File: src/rtl/decode_pkg.sv
// Shared encodings for the decode stage: opcodes, ALU operations, result sources,
// immediate formats and the canonical NOP.
package decode_pkg;

  localparam logic [6:0] OP_R      = 7'b0110011;
  localparam logic [6:0] OP_I      = 7'b0010011;
  localparam logic [6:0] OP_LOAD   = 7'b0000011;
  localparam logic [6:0] OP_STORE  = 7'b0100011;
  localparam logic [6:0] OP_BRANCH = 7'b1100011;
  localparam logic [6:0] OP_JAL    = 7'b1101111;
  localparam logic [6:0] OP_JALR   = 7'b1100111;
  localparam logic [6:0] OP_LUI    = 7'b0110111;
  localparam logic [6:0] OP_AUIPC  = 7'b0010111;

  localparam logic [31:0] NOP_INSTR = 32'h0000_0013;

  typedef enum logic [3:0] {
    ALU_ADD    = 4'b0000,
    ALU_SUB    = 4'b0001,
    ALU_AND    = 4'b0010,
    ALU_OR     = 4'b0011,
    ALU_XOR    = 4'b0100,
    ALU_SLT    = 4'b0101,
    ALU_SLL    = 4'b0110,
    ALU_SRL    = 4'b0111,
    ALU_SRA    = 4'b1000,
    ALU_SLTU   = 4'b1001,
    ALU_PASS_B = 4'b1010
  } alu_op_e;

  typedef enum logic [1:0] {
    RES_ALU = 2'b00,
    RES_MEM = 2'b01,
    RES_PC4 = 2'b10
  } res_sel_e;

  typedef enum logic [2:0] {
    FMT_NONE,
    FMT_I,
    FMT_S,
    FMT_B,
    FMT_U,
    FMT_J
  } imm_fmt_e;

endpackage

File: src/rtl/decode_stage_pl_regfile.sv
// Integer register file with x0 hardwired to zero and same-cycle writeback bypass
// on both read ports.
module regfile_bypass #(
  parameter int DATA_WIDTH = 32,
  parameter int REG_COUNT  = 32,
  localparam int RA_W      = $clog2(REG_COUNT)
) (
  input  logic                  clk,
  input  logic                  rst_n,
  input  logic                  we,
  input  logic [RA_W-1:0]       wa,
  input  logic [DATA_WIDTH-1:0] wd,
  input  logic [RA_W-1:0]       ra1,
  input  logic [RA_W-1:0]       ra2,
  output logic [DATA_WIDTH-1:0] rd1,
  output logic [DATA_WIDTH-1:0] rd2
);

  logic [DATA_WIDTH-1:0] regs [REG_COUNT];

  always_ff @(posedge clk or negedge rst_n) begin
    if (!rst_n) begin
      for (int i = 0; i < REG_COUNT; i++) regs[i] <= '0;
    end else if (we && wa != '0) begin
      regs[wa] <= wd;
    end
  end

  // Writeback data wins over the array so decode sees the value being retired this cycle.
  assign rd1 = (ra1 == '0) ? '0 : (we && wa == ra1) ? wd : regs[ra1];
  assign rd2 = (ra2 == '0) ? '0 : (we && wa == ra2) ? wd : regs[ra2];

endmodule

File: src/rtl/decode_stage_pl.sv
// Decode stage: IF/ID register with flush/stall, register read with bypass,
// control and immediate decode, and load-use hazard detection.
module decode_stage_pl
  import decode_pkg::*;
#(
  parameter int ADDRESS_WIDTH = 32,
  parameter int DATA_WIDTH    = 32,
  parameter int REG_COUNT     = 32,
  localparam int RA_W         = $clog2(REG_COUNT)
) (
  input  logic                     clk,
  input  logic                     rst_n,
  input  logic [ADDRESS_WIDTH-1:0] pc_f,
  input  logic [ADDRESS_WIDTH-1:0] pc_plus4_f,
  input  logic [31:0]              instr_f,
  input  logic                     stall_d,
  input  logic                     flush_d,
  input  logic                     reg_write_w,
  input  logic [RA_W-1:0]          rd_w,
  input  logic [DATA_WIDTH-1:0]    result_w,
  input  logic [RA_W-1:0]          rd_e,
  input  logic [1:0]               res_src_e,
  output logic                     stall_f,
  output logic                     flush_e,
  output logic                     valid_d,
  output logic                     illegal_d,
  output logic                     reg_write_d,
  output logic                     mem_write_d,
  output logic                     jump_d,
  output logic                     branch_d,
  output logic [1:0]               res_src_d,
  output logic [3:0]               alu_control_d,
  output logic [2:0]               funct3_d,
  output logic                     alu_src_a_d,
  output logic                     alu_src_b_d,
  output logic                     adder_src_d,
  output logic [DATA_WIDTH-1:0]    rd1_d,
  output logic [DATA_WIDTH-1:0]    rd2_d,
  output logic [RA_W-1:0]          rs1_d,
  output logic [RA_W-1:0]          rs2_d,
  output logic [RA_W-1:0]          rd_d,
  output logic [DATA_WIDTH-1:0]    imm_val_d,
  output logic [ADDRESS_WIDTH-1:0] pc_d,
  output logic [ADDRESS_WIDTH-1:0] pc_plus4_d
);

  logic [31:0]              instr_p0;
  logic [ADDRESS_WIDTH-1:0] pc_p0;
  logic [ADDRESS_WIDTH-1:0] pc_plus4_p0;
  logic                     vld_p0;

  logic [6:0]         opcode;
  logic               funct7_b5;
  logic               rs1_used;
  logic               rs2_used;
  logic               hazard;
  imm_fmt_e           imm_fmt;
  logic signed [31:0] imm32;

  function automatic alu_op_e alu_decode(input logic [2:0] f3, input logic alt, input logic is_r);
    case (f3)
      3'b000:  return (alt && is_r) ? ALU_SUB : ALU_ADD;
      3'b001:  return ALU_SLL;
      3'b010:  return ALU_SLT;
      3'b011:  return ALU_SLTU;
      3'b100:  return ALU_XOR;
      3'b101:  return alt ? ALU_SRA : ALU_SRL;
      3'b110:  return ALU_OR;
      default: return ALU_AND;
    endcase
  endfunction

  function automatic logic signed [31:0] imm_gen(input logic [31:0] ins, input imm_fmt_e fmt);
    case (fmt)
      FMT_I:   return {{20{ins[31]}}, ins[31:20]};
      FMT_S:   return {{20{ins[31]}}, ins[31:25], ins[11:7]};
      FMT_B:   return {{20{ins[31]}}, ins[7], ins[30:25], ins[11:8], 1'b0};
      FMT_U:   return {ins[31:12], 12'b0};
      FMT_J:   return {{12{ins[31]}}, ins[19:12], ins[20], ins[30:21], 1'b0};
      default: return '0;
    endcase
  endfunction

  // ---- IF/ID register: flush beats stall, stall beats capture ----
  always_ff @(posedge clk or negedge rst_n) begin
    if (!rst_n) begin
      instr_p0    <= NOP_INSTR;
      pc_p0       <= '0;
      pc_plus4_p0 <= '0;
      vld_p0      <= 1'b0;
    end else if (flush_d) begin
      instr_p0 <= NOP_INSTR;
      vld_p0   <= 1'b0;
    end else if (!(stall_d || stall_f)) begin
      instr_p0    <= instr_f;
      pc_p0       <= pc_f;
      pc_plus4_p0 <= pc_plus4_f;
      vld_p0      <= 1'b1;
    end
  end

  assign opcode     = instr_p0[6:0];
  assign funct7_b5  = instr_p0[30];
  assign funct3_d   = instr_p0[14:12];
  assign rs1_d      = instr_p0[15 +: RA_W];
  assign rs2_d      = instr_p0[20 +: RA_W];
  assign rd_d       = instr_p0[7 +: RA_W];
  assign valid_d    = vld_p0;
  assign pc_d       = pc_p0;
  assign pc_plus4_d = pc_plus4_p0;

  // ---- ID combinational decode; an empty slot decodes to all-zero controls ----
  always_comb begin
    reg_write_d   = 1'b0;
    mem_write_d   = 1'b0;
    jump_d        = 1'b0;
    branch_d      = 1'b0;
    illegal_d     = 1'b0;
    res_src_d     = RES_ALU;
    alu_control_d = ALU_ADD;
    alu_src_a_d   = 1'b0;
    alu_src_b_d   = 1'b0;
    adder_src_d   = 1'b0;
    imm_fmt       = FMT_NONE;
    if (vld_p0) begin
      case (opcode)
        OP_R: begin
          reg_write_d   = 1'b1;
          alu_control_d = alu_decode(funct3_d, funct7_b5, 1'b1);
        end
        OP_I: begin
          reg_write_d   = 1'b1;
          alu_src_b_d   = 1'b1;
          alu_control_d = alu_decode(funct3_d, funct7_b5, 1'b0);
          imm_fmt       = FMT_I;
        end
        OP_LOAD: begin
          reg_write_d = 1'b1;
          res_src_d   = RES_MEM;
          alu_src_b_d = 1'b1;
          imm_fmt     = FMT_I;
        end
        OP_STORE: begin
          mem_write_d = 1'b1;
          alu_src_b_d = 1'b1;
          imm_fmt     = FMT_S;
        end
        OP_BRANCH: begin
          branch_d      = 1'b1;
          alu_control_d = ALU_SUB;
          imm_fmt       = FMT_B;
        end
        OP_JAL: begin
          reg_write_d = 1'b1;
          jump_d      = 1'b1;
          res_src_d   = RES_PC4;
          imm_fmt     = FMT_J;
        end
        OP_JALR: begin
          reg_write_d = 1'b1;
          jump_d      = 1'b1;
          res_src_d   = RES_PC4;
          adder_src_d = 1'b1;
          imm_fmt     = FMT_I;
        end
        OP_LUI: begin
          reg_write_d   = 1'b1;
          alu_src_b_d   = 1'b1;
          alu_control_d = ALU_PASS_B;
          imm_fmt       = FMT_U;
        end
        OP_AUIPC: begin
          reg_write_d = 1'b1;
          alu_src_a_d = 1'b1;
          alu_src_b_d = 1'b1;
          imm_fmt     = FMT_U;
        end
        default: illegal_d = 1'b1;
      endcase
    end
  end

  assign imm32     = imm_gen(instr_p0, imm_fmt);
  assign imm_val_d = DATA_WIDTH'(imm32);

  // Only the operands an instruction actually reads can trigger a load-use stall.
  assign rs1_used = !(opcode inside {OP_LUI, OP_AUIPC, OP_JAL});
  assign rs2_used = opcode inside {OP_R, OP_STORE, OP_BRANCH};
  assign hazard   = (res_src_e == RES_MEM) && (rd_e != '0) &&
                    ((rs1_used && rd_e == rs1_d) || (rs2_used && rd_e == rs2_d));
  assign stall_f  = hazard && vld_p0;
  assign flush_e  = stall_f;

  regfile_bypass #(
    .DATA_WIDTH(DATA_WIDTH),
    .REG_COUNT (REG_COUNT)
  ) u_regfile (
    .clk  (clk),
    .rst_n(rst_n),
    .we   (reg_write_w),
    .wa   (rd_w),
    .wd   (result_w),
    .ra1  (rs1_d),
    .ra2  (rs2_d),
    .rd1  (rd1_d),
    .rd2  (rd2_d)
  );

endmodule

File: config.mk
export PLATFORM = sky130hd
export DESIGN_NAME = decode_stage_pl
export DESIGN_NICKNAME = d
export VERILOG_FILES = /design/src/rtl/decode_pkg.sv /design/src/rtl/decode_stage_pl_regfile.sv /design/src/rtl/decode_stage_pl.sv
export SDC_FILE = /design/constraint.sdc
export NUM_CORES = 2
export LEC_CHECK = 0
export CORE_MARGIN = 2
export CORE_UTILIZATION = 45
export DETAILED_ROUTE_END_ITERATION = 8
export GPL_TIMING_DRIVEN = 1
export PLACE_DENSITY = 0.66
export SLEW_MARGIN = 20
export SYNTH_ARGS = -nofsm -noshare
export SYNTH_HDL_FRONTEND = slang
export SYNTH_SLANG_ARGS = --single-unit
File: constraint.sdc
create_clock -name clk -period 5.1 [get_ports clk]
set_input_delay 0.51 -clock clk [delete_from_list [all_inputs] [get_ports clk]]
set_output_delay 0.51 -clock clk [all_outputs]
set_load 0.02 [all_outputs]
# After elaboration in Yosys (flattened, before gate mapping)
# Cells that the tools add are included.
[totals]
ff_bits = 1121
latch_bits = 0
ram_bits = 0
rom_bits = 0
inputBits = 145
elab_cells = 141
n_memories = 0
[classes]
add_sub_neg = 0
n_mul = 0
n_div = 0
magnitude_cmp = 4
eq_ne = 26
shift = 0
n_mux = 44
bitwise_logic = 5
n_reduce_logical = 26
[ops]
columns = ["op", "n"]
rows = [
  ["1024-bit bitwise mux", 1],
  ["32-bit 2-to-1 mux", 11],
  ["32-bit binary-select mux with 5-bit select", 2],
  ["32-bit demux with 5-bit select", 1],
  ["32-bit one-hot mux with 5 select lines", 1],
  ["4-bit one-hot mux with 7 select lines", 2],
  ["7-bit by 6-bit == test with 1-bit output, second input constant", 3],
  ["7-bit == test, second input constant", 3],
  ["5-bit == test", 4],
  ["1-bit 2-to-1 mux", 19],
  ["6-bit greater-or-equal comparator, second input constant", 3],
  ["5-bit NOT with 6-bit output", 3],
  ["4-bit one-hot mux with 4 select lines", 1],
  ["3-bit == test, second input constant", 5],
  ["3-bit one-hot mux with 5 select lines", 1],
  ["7-bit by 5-bit == test with 1-bit output, second input constant", 2],
  ["3-bit by 2-bit == test with 1-bit output, second input constant", 4],
  ["5-bit zero test", 2],
  ["5-bit nonzero test", 2],
  ["1-bit logical AND", 9],
  ["9-bit OR reduction", 1],
  ["4-bit 2-to-1 mux", 2],
  ["7-bit by 2-bit == test with 1-bit output, second input constant", 1],
  ["7-bit OR reduction", 1],
  ["16 further kinds", 21],
]

# Depth between registers and ports, before layout
[logic_depth]
word_depth = 10
mapped_depth = 9

# Cells and area by module
# Synthesis repeated with hierarchy kept, for this count alone.
[hier_totals]
hier_cells = 4110
area_unflattened_um2 = 59558.4
[modules_own_cells]
columns = ["mod", "instances", "cells_each", "area_per_inst_um2", "seq_area_each_um2"]
rows = [
  ["regfile_bypass", 1, 3673, 54544.8, 25624.6],
  ["decode_stage_pl", 1, 437, 5013.6, 2431.1],
]

# Worst setup path before layout
# OpenSTA, ideal clock, no wires.
[synth_timing]
kind = "register -> output"
startpoint = "reg instr_p0[20]"
endpoint = "out rd2_d[0]"
t_arrival_ns = 2.300
setup_slack_ns = 2.290
stages_incl_launch_ff = 7
path_buffers = 2
cell_sequence = "dfrtp_1 buf_2 buf_1 mux4_2 a221oi_1 o21ai_0 a32o_1"
[synth_via]
elab_chain_len = 6
[synth_lines]
columns = ["element", "line_no", "text"]
rows = [
  ["start, declared", "decode_stage_pl.sv:47", "logic [31:0] instr_p0;"],
  ["start signal, assigned", "decode_stage_pl.sv:95", "instr_p0 <= instr_f;"],
  ["5-bit NOT with 6-bit output (implied by the code)", "decode_stage_pl_regfile.sv:31", "assign rd2 = (ra2 == '0) ? '0 : (we && wa == ra2) ? wd : regs[ra2];"],
  ["32-bit binary-select mux with 5-bit select", "decode_stage_pl_regfile.sv:31", ""],
  ["32-bit 2-to-1 mux (implied by the code) (2 in a row)", "decode_stage_pl_regfile.sv:31", ""],
  ["32-bit 2-to-1 mux", "decode_stage_pl_regfile.sv:31", ""],
  ["32-bit 2-to-1 mux (*)", "decode_stage_pl_regfile.sv:31", ""],
  ["end, declared", "decode_stage_pl.sv:38", "output logic [DATA_WIDTH-1:0] rd2_d,"],
]
# Every way passes the cells marked *; elsewhere a longest branch is shown, timed or not. The select of a mux whose other input is x is not followed.

# Final worst setup path
[layout_timing]
startpoint = "reg instr_p0[23]"
endpoint = "out rd2_d[28]"
# The elaborated chain is that of the path after synthesis.

==> results.toml <==
[synthesis]
yosysUniqueCellTypes = 60
synthesis.area_um2 = 58900
async_flop_share_pct = 100
synth_edf_count = 0
synthAdderAreaFrac_pct = 0
ys.flop_type = "dfrtp_1"
ys_warn_count = 0
synth_top_family_by_area = "multiplexers"
syn_avg_cell_area_um2 = 14.4
syn_inst = 4101
synth-xor-area-share_pct = 0.297
synth-simple-area-share_pct = 2.12
synth_compound_area_share_pct = 5.89
ys_ff_latch = 1121
ys_seq_area_share_pct = 47.6
synth.area.mux_share_pct = 40.6
synth_nets = 4246

[pwr]
switching_power_uw = 7240
internal_power_uw = 18800
power_uw = 26000
max-vdd-ir-drop_mv = 0.309
seqPwrFrac_pct = 45.3
clkPwrFrac_pct = 34.2
power_density_nw_per_um2 = 379
leakage_uw = 0.0282
comb_power_share_pct = 20.4
switching_share_pct = 27.8

[timing]
setup_violations = 0
max_freq_ghz = 0.200
whs_ns = 0.314
rsz0062_at_grt = "no"
final.min_clock_period_ns = 5.00
skew_ns = 0.0267
worstMarginPinSlew_ns = 1.19
finalHoldViolations = 0
finalSetupTns_ns = 0
period_share_pct = 98.0
setup_ws_ns = 0.104
relSlewSlack_pct = 20.4
drv_slew = 0

[floorplan]
die_area_um2 = 134000
initial_core_util_pct = 45.4
die_h_um = 366
num_rows = 132
core_area_um2 = 130000
ioPinCount = 340
die_x_um = 366

[setup_path]
cp_slowest_cell = "dfrtp_2"
cpLargestDelayFamily = "simple AND/OR/NAND/NOR gates"
r2r_slack_ns = 1.63
r2r_start = "instr_p0[15]"
crit_fanout = 15
cp_num_buf_inv = 2
start_kind = "flop"
worst-setup-path-type = "reg -> out"
cp-endpoint = "rd2_d[28]"
crit_cells = 7
worstSetupStartpoint = "instr_p0[23]"
cp.arrival_ns = 4.49
path_cells = "nor2b_1 -> nand2_2 -> buf_4 -> o22ai_1 -> nor2_1 -> a32o_1 -> clkdlybuf4s50_1"
required_ns = 4.59
critPathCaptureType = "output port"
r2r_cells = 7
cpPeakStageDelay_ns = 0.83
timing.rr.end = "instr_p0[16]"

[min_path]
hold_path.class = "in -> reg"
min_from = "instr_f[0]"

[placement]
numPortBuffers = 339
pre_cts_slack_ns = 0.929
placed_cell_area_um2 = 64600
gpl.final_weighted_congestion = 0.865
hpwl_um = 119000

[grt]
grt_pass1_vias = 40500
grt_use_total_pct = 29.1
grt_pass1_wl_um = 288000
grt_overflow = 0
antenna_found_initial = 4
grt_start_max_net_pins = 151

[routing]
first_pass_iters = 6
wl_met2_um = 93400
wl_met3_um = 14100
ant_nets = 0
wire_per_inst_um = 32.1
drc = 0
vias = 39700
wl_um = 196000
viasPerCell = 6.51
routed.top_layer = "met5"
met1_length_um = 79900
drtIter0Drc = 4153

[cells_and_area]
stdcell_area_um2 = 68600
area_growth_pct = 16.4
nets = 4401
drive_gt1_share_pct = 44.1

[clock_tree]
cts_resized = 0
cts_buffers = 119
cts_tree = "done"
cts_num_sinks = 1121
cts-root-buf = "clkbuf_16"
path_clk_slew_ns = 0.06
clk_path_buf_depth = 3
post_cts_buffers = 0
hold_buffers = 1
h-tree-depth = 3
clkLatencyLatePin_ns = 0.75

[job]
drv_cap = 0

[outcome]
status = "finished clean"
## state kept, by name, summed over array words and instances (netlist names)
signal          cells
pc_plus4_d         32
valid_d             1
instr_p0           32
u_regfile.regs   1024
pc_d               32
## stage by stage
| step | util, % | cells |
|---|---|---|
| after floorplan | - | 4101 |
| after global placement | 49.8 | 5876 |
| after detailed placement | 49.8 | 5876 |
| after CTS | 52.9 | 6088 |
| after global routing | 52.9 | 6088 |
| final | 52.9 | 6091 |
## metal layers
layer  GRT usage (%)  up-vias
li1                -    16100
met3            5.34      447
met1            39.1    21300
met5               0        -
met2            47.0     1856
met4            11.0        2
## layout by cell type, fill, tap and decap left out, types with 32 or more instances in the layout
master	instances
nor2_1	45
mux2i_1	254
clkdlybuf4s50_1	332
o21ai_0	67
nand2_1	103
clkbuf_16	120
dfrtp_1	1108
buf_12	41
o22ai_1	94
buf_4	140
mux2_2	1050
a22o_1	36
mux4_2	418
a32o_1	63
o2111ai_1	32
## worst min-delay path, cell delays in order
cell and delay, ns:
clkdlybuf4s50_1 0.41, inv_1 0.06, a22oi_1 0.07
## kinds of logic after synthesis
group / Yosys count
xor+xnor: 20
mux: 1730
flops: 1121
simple gates: 268
compound gates: 466
buf+inv: 496
## cell usage after synthesis (all sizes together) (20+ instances only)
| cell | instances | area share, % |
|---|---|---|
| a22o | 36 | 0.54 |
| a211oi | 29 | 0.37 |
| mux2 | 1058 | 20 |
| nor2 | 64 | 0.41 |
| a32o | 63 | 1.1 |
| o221ai | 31 | 0.46 |
| dfrtp | 1118 | 47 |
| nand2 | 119 | 0.76 |
| o2111ai | 32 | 0.48 |
| a31oi | 29 | 0.31 |
| o22ai | 94 | 1.0 |
| clkbuf | 298 | 1.9 |
| mux4 | 418 | 16 |
| a221oi | 31 | 0.46 |
| o21ai | 68 | 0.58 |
| mux2i | 254 | 4.3 |
| buf | 189 | 1.5 |
| a21o | 20 | 0.25 |
## power by group through the flow
stage	sequential [uW]	clock, uW	combinational, uW
finish	11800	8900	5310
global placement	11800	0	5230
CTS	11700	9030	5340
global route	12000	9400	5660
floorplan	11500	0	3720
detailed placement	11900	0	5320
## cell type report
| type | instances | area (um^2) |
|---|---|---|
| Sequential cell | 1121 | 28100 |
| Clock buffer | 172 | 3470 |
| Antenna cell | 3 | 7.51 |
| Tap cell | 1742 | 2180 |
| Clock inverter | 39 | 495 |
| Fill cell | 10900 | 61100 |
| Timing Repair Buffer | 521 | 5250 |
| Inverter | 9 | 33.8 |
| Multi-Input combinational cell | 2484 | 29100 |
## worst min-delay path by stage
stage	to	slack, ns	cells past startpoint
finish	instr_p0[0]	0.31	3
CTS	instr_p0[0]	0.27	3
global placement	u_regfile.regs[1004]	0.38	0
global route	instr_p0[0]	0.30	3
floorplan	instr_p0[10]	0.21	0
detailed placement	u_regfile.regs[1009]	0.38	0
Power figures use the tool's default switching activity.
